## src/rtl/slab_pkg.sv

```systemverilog
// slab_pkg: shared constants for the ray/box slab-reduction sequencer.
// 16-bit FP layout, exception codes, FSM state codes and defaults.
package slab_pkg;

    localparam int FP_W     = 16;
    localparam int EXC_HI   = 15;
    localparam int EXC_LO   = 14;
    localparam int SIGN_BIT = 13;
    localparam int EXP_HI   = 12;
    localparam int EXP_LO   = 11;
    localparam int FRAC_HI  = 10;

    localparam logic [1:0] EXC_ZERO = 2'b00;
    localparam logic [1:0] EXC_NORM = 2'b01;
    localparam logic [1:0] EXC_INF  = 2'b10;
    localparam logic [1:0] EXC_NAN  = 2'b11;

    localparam logic [FP_W-1:0] ZERO_FP = 16'h0000;

    localparam int CMP_LAT_DEF = 3;

    localparam logic [2:0] S_IDLE = 3'd0;
    localparam logic [2:0] S_N1   = 3'd1;
    localparam logic [2:0] S_N2   = 3'd2;
    localparam logic [2:0] S_F1   = 3'd3;
    localparam logic [2:0] S_F2   = 3'd4;
    localparam logic [2:0] S_X    = 3'd5;
    localparam logic [2:0] S_Z    = 3'd6;
    localparam logic [2:0] S_DONE = 3'd7;

    function automatic logic is_nan(input logic [FP_W-1:0] w);
        return w[EXC_HI:EXC_LO] == EXC_NAN;
    endfunction

endpackage

```

## src/rtl/slab_cmp_timer.sv

```systemverilog
// slab_cmp_timer: 0..CMP_LAT wait counter for one comparator round.
// strobe marks the cycle whose closing edge samples cmp_less.
module slab_cmp_timer
    import slab_pkg::*;
#(
    parameter int CMP_LAT = CMP_LAT_DEF
) (
    input  logic clk,
    input  logic rst,
    input  logic run,
    input  logic clr,
    output logic strobe
);

    localparam int CW = (CMP_LAT < 1) ? 1 : $clog2(CMP_LAT + 1);
    localparam logic [CW-1:0] LAST = CW'(CMP_LAT);

    logic [CW-1:0] cnt;

    always_ff @(posedge clk or negedge rst) begin
        if (!rst) begin
            cnt <= '0;
        end else if (clr) begin
            cnt <= '0;
        end else if (run && cnt != LAST) begin
            cnt <= cnt + 1'b1;
        end
    end

    assign strobe = run && (cnt == LAST);

endmodule

```

## src/rtl/slab_interval_seq.sv

```systemverilog
// slab_interval_seq: reduces six slab distances to tmin/tmax through one
// shared external comparator and reports the ray/box hit decision.
module slab_interval_seq
    import slab_pkg::*;
#(
    parameter int WIDTH   = FP_W,
    parameter int CMP_LAT = CMP_LAT_DEF
) (
    input  logic               clk,
    input  logic               rst,
    input  logic               in_valid,
    output logic               in_ready,
    input  logic [3*WIDTH-1:0] t_near,
    input  logic [3*WIDTH-1:0] t_far,
    output logic [WIDTH-1:0]   cmp_a,
    output logic [WIDTH-1:0]   cmp_b,
    input  logic               cmp_less,
    output logic               out_valid,
    input  logic               out_ready,
    output logic               hit,
    output logic               nan_flag
);

    logic [2:0]       state;
    logic [WIDTH-1:0] tnz, tfy, tfz, tmin, tmax;
    logic [WIDTH-1:0] nx, ny, nz, fx, fy, fz;
    logic [WIDTH-1:0] tmin_n, tmax_n;
    logic             miss_x, strobe, accept, run, any_nan;

    assign nx = t_near[WIDTH-1:0];
    assign ny = t_near[2*WIDTH-1:WIDTH];
    assign nz = t_near[3*WIDTH-1:2*WIDTH];
    assign fx = t_far[WIDTH-1:0];
    assign fy = t_far[2*WIDTH-1:WIDTH];
    assign fz = t_far[3*WIDTH-1:2*WIDTH];

    assign accept  = in_valid && in_ready;
    assign run     = (state != S_IDLE) && (state != S_DONE);
    assign any_nan = is_nan(nx) || is_nan(ny) || is_nan(nz)
                  || is_nan(fx) || is_nan(fy) || is_nan(fz);

    // Near rounds put the candidate on B, far rounds put it on A.
    assign tmin_n = cmp_less ? cmp_b : tmin;
    assign tmax_n = cmp_less ? cmp_a : tmax;

    slab_cmp_timer #(.CMP_LAT(CMP_LAT)) u_timer (
        .clk    (clk),
        .rst    (rst),
        .run    (run),
        .clr    (accept || strobe),
        .strobe (strobe)
    );

    always_ff @(posedge clk or negedge rst) begin
        if (!rst) begin
            state     <= S_IDLE;
            in_ready  <= 1'b1;
            out_valid <= 1'b0;
            hit       <= 1'b0;
            nan_flag  <= 1'b0;
            cmp_a     <= '0;
            cmp_b     <= '0;
            tnz       <= '0;
            tfy       <= '0;
            tfz       <= '0;
            tmin      <= '0;
            tmax      <= '0;
            miss_x    <= 1'b0;
        end else begin
            unique case (state)
                S_IDLE: if (accept) begin
                    in_ready <= 1'b0;
                    tnz      <= nz;
                    tfy      <= fy;
                    tfz      <= fz;
                    tmin     <= nx;
                    tmax     <= fx;
                    if (any_nan) begin
                        state     <= S_DONE;
                        out_valid <= 1'b1;
                        hit       <= 1'b0;
                        nan_flag  <= 1'b1;
                    end else begin
                        state <= S_N1;
                        cmp_a <= nx;
                        cmp_b <= ny;
                    end
                end
                S_N1: if (strobe) begin
                    tmin  <= tmin_n;
                    cmp_a <= tmin_n;
                    cmp_b <= tnz;
                    state <= S_N2;
                end
                S_N2: if (strobe) begin
                    tmin  <= tmin_n;
                    cmp_a <= tfy;
                    cmp_b <= tmax;
                    state <= S_F1;
                end
                S_F1: if (strobe) begin
                    tmax  <= tmax_n;
                    cmp_a <= tfz;
                    cmp_b <= tmax_n;
                    state <= S_F2;
                end
                S_F2: if (strobe) begin
                    tmax  <= tmax_n;
                    cmp_a <= tmax_n;
                    cmp_b <= tmin;
                    state <= S_X;
                end
                S_X: if (strobe) begin
                    miss_x <= cmp_less;
                    cmp_a  <= tmax;
                    cmp_b  <= ZERO_FP;
                    state  <= S_Z;
                end
                S_Z: if (strobe) begin
                    hit       <= !miss_x && !cmp_less;
                    nan_flag  <= 1'b0;
                    out_valid <= 1'b1;
                    state     <= S_DONE;
                end
                S_DONE: if (out_ready) begin
                    out_valid <= 1'b0;
                    in_ready  <= 1'b1;
                    state     <= S_IDLE;
                end
                default: state <= S_IDLE;
            endcase
        end
    end

endmodule

```

## config.mk

```make
export PLATFORM = sky130hd
export DESIGN_NAME = slab_interval_seq
export DESIGN_NICKNAME = d
export VERILOG_FILES = /design/src/rtl/slab_pkg.sv /design/src/rtl/slab_cmp_timer.sv /design/src/rtl/slab_interval_seq.sv
export SDC_FILE = /design/constraint.sdc
export NUM_CORES = 1
export LEC_CHECK = 0
export BUFFER_PORTS_ARGS = -buffer_cell sky130_fd_sc_hd__buf_2
export CAP_MARGIN = 10
export CORE_ASPECT_RATIO = 1.25
export CORE_MARGIN = 2
export CORE_UTILIZATION = 35
export CTS_CLUSTER_SIZE = 40
export DETAILED_ROUTE_END_ITERATION = 16
export PLACE_DENSITY = 0.67
export SKIP_CTS_REPAIR_TIMING = 1
export SYNTH_ARGS = -nofsm -noshare
export SYNTH_HDL_FRONTEND = slang
export SYNTH_SLANG_ARGS = --single-unit
```

## constraint.sdc

```tcl
create_clock -name clk -period 2.06 [get_ports clk]
set_clock_uncertainty 0.15 [all_clocks]
set_input_delay 0.206 -clock clk [delete_from_list [all_inputs] [get_ports clk]]
set_output_delay 0.206 -clock clk [all_outputs]
set_load 0.005 [all_outputs]
```

==> impl_metrics.yaml <==
outcome:
  status: "finished with violations"
  violations: "hold timing, setup timing"
global_routing:
  antenna_found_initial: 0
  groute.usage.overall_pct: 21.5
  grt_remaining_overflow: 0
  grt_pass1_wl_um: 33500
  grt_max_degree: 71
  grt_pass1_vias: 6025
pwr:
  total_power_mw: 17.5
  powerDensity_nw_per_um2: 1740
  p_leak_nw: 4.83
  ir_worst_vdd_mv: 0.887
floorplanning:
  rows: 56
  core_um2: 18700
  fp.dieArea_um2: 20200
  start_util_pct: 35.6
  die_w_um: 127
  die_y_um: 158
  num_io_pins: 137
routing:
  route.vias.total: 6545
  drt-met1-wl_um: 10100
  dr.first_iter.drc_count: 708
  wl_per_cell_um: 19.7
  antenna_left: 0
  firstDrtPassIters: 9
  drt_wl_total_um: 23200
  top_layer_used: "met4"
  drcViolationCount: 0
  viasPerCell: 5.54
  wl_met3_um: 1810
  routed-wl-met2_um: 10900
sta:
  hold_ws_ns: -0.00856
  worst_slack_ns: -0.231
  fmax_mhz: 437
  fin_setup_tns_ns: -10.28
  slew_violations: 0
  rsz0062_at_grt: "yes"
  fin_crit_ns: 2.29
  hold_viol: 2
  relSlewSlack_pct: 66.7
  worst_slew_pin_slew_ns: 0.499
  fin_crit_sh_pct: 111
  finalSetupViolCount: 64
setup_path:
  rr_worst_depth: 9
  crit_path_end_kind: "flop"
  path_delay_family: "compound AO/OA/AOI/OAI gates"
  cp_max_fo: 7
  startpoint_type: "flop"
  cp.arrival_ns: 2.44
  cpMaxStageDelayCell: "dfrtp_2"
  path_depth: 9
  crit_type: "flop to flop"
  crit_top_cell: "buf_12"
  critical_path_buf_inv_count: 4
  cp_slowest_stage_delay_ns: 0.44
  critical_path_required_ns: 2.21
  cp_cell_sequence: "inv_4 > ha_4 > buf_4 > o21ai_1 > o21ai_2 > o311ai_4 > buf_12 > buf_12 > mux2_2"
synthesis:
  synth_area_um2: 6670
  synth_edf_count: 0
  ys_seq_elements: 122
  syn_inst: 676
  netlist_top_cells_area: "dfrtp_1, nand2_1, mux2_1"
  netlist-cell-type-count: 53
  async_flop_share_pct: 100
  ys_warn_count: 0
  synth_top_area_cell: "dfrtp_1"
  yosysMostFrequentCell: "nand2_1"
  synth_nets: 782
  avgSynthCellArea_um2: 9.86
  synth_ff_type: "dfrtp_1"
  synth_top_area_share_pct: 45.4
  synth_seq_area_share_pct: 45.8
  synth_common_cells: "nand2_1, dfrtp_1, o22ai_1, o21ai_0"
clock_tree:
  cts_buffer_depth: 2
  cts_tree: "done"
  clock-root-buffer: "clkbuf_16"
  cts_sinks: 122
  htreeDepth: 4
  cts_made_buffers: 17
  clkTransAtPathRegs_ns: 0.06
  clock_latency_ns: 0.42
hold_path:
  worstHoldPathType: "input port to flop"
  worst_hold_path.num_cells: 3
placement:
  place_inst: 1061
  gp_congestion: 0.869
  io_buffers: 136
  dp_hpwl_um: 15900
cells_and_area:
  stdcell_count: 1181
  fillers: 1626
  syn2layout_area_growth_pct: 51.4
  fin_util_pct: 53.9
  nets: 1042
  diodes: 0
  drive_gt1_share_pct: 39.5
flow_run:
  max-cap-violations: 0
-- worst register-to-register path, stage by stage (launching register included) --
cell	delay, ns
dfrtp_2	0.44
inv_4	0.07
ha_4	0.19
buf_4	0.13
o21ai_1	0.17
o21ai_2	0.09
o311ai_4	0.27
buf_12	0.18
buf_12	0.14
mux2_2	0.33
-- flip-flops by register name (all words and copies together), names as in the netlist --
signal,cells
cmp_a,16
cmp_b,16
tfy,16
tfz,16
tmax,16
tmin,16
tnz,16
state,3
u_timer.cnt,2
hit,1
in_ready,1
miss_x,1
nan_flag,1
out_valid,1
-- placed cells by master, fill, tap and decap left out, types with 18 or more instances in the layout --
cell type	instances
a221o_1	22
mux2_4	29
o22ai_1	35
dlygate4sd3_1	64
buf_12	19
o21ai_0	31
dfrtp_1	118
mux2i_1	18
a22oi_1	22
buf_2	135
clkbuf_16	22
mux2_2	21
buf_4	66
a2bb2oi_2	26
nand2_1	169
-- final cells by class --
| cell class | instances | area [um2] | share of cell area [%] |
|---|---|---|---|
| Clock inverter | 7 | 87.6 | 0.868 |
| Multi-Input combinational cell | 490 | 3710 | 36.7 |
| Clock buffer | 25 | 505 | 5.01 |
| Sequential cell | 122 | 3060 | 30.3 |
| Timing Repair Buffer | 296 | 2400 | 23.8 |
| Tap cell | 232 | 290 | 2.88 |
| Inverter | 9 | 42.5 | 0.422 |
-- cell families after synthesis --
group                      share of synthesized area (%)
and+or+nand+nor                                     13.3
AOI/OAI and AO/OA                                   24.4
DFF                                                 45.8
muxes                                               11.2
buffers and inverters                               4.39
adders and majority gates                          0.939
-- per-layer routing --
layer	GRT usage (%)	up-vias
met3	5.61	26
met4	7.06	0
met1	30.4	3198
met5	0	-
met2	32.2	295
li1	-	3026
-- power breakdown --
part / switching, mW / internal [mW] / total, mW
combinational: 4.45 / 5.31 / 9.75
sequential: 1.23 / 3.58 / 4.81
clock: 1.05 / 1.93 / 2.98
-- path summary, 6_finish.rpt --
kind                       slack [ns]      from        end
setup / recovery                -0.23  state[0]  cmp_b[15]
hold / removal                 -0.009  t_far[4]    tmax[4]
setup reg to reg                -0.23  state[0]  cmp_b[15]
hold reg to reg                  0.33   tnz[11]    tnz[11]
max in group asynchronous        1.19       rst   in_ready
min in group asynchronous        0.18       rst   cmp_b[8]
-- metrics by stage --
| step | setup WS [ns] | hold WS [ns] | cell area, um2 |
|---|---|---|---|
| after global routing | -0.279 | 0.00293 | 10100 |
| final | -0.231 | -0.00856 | 10100 |
| after CTS | -0.234 | -0.355 | 8810 |
| after floorplan | -0.0822 | -0.240 | 6810 |
| after global placement | -0.208 | 0.0843 | 8220 |
| after detailed placement | -0.226 | 0.0868 | 8220 |
Note: power is estimated with default switching activity, not from simulation.
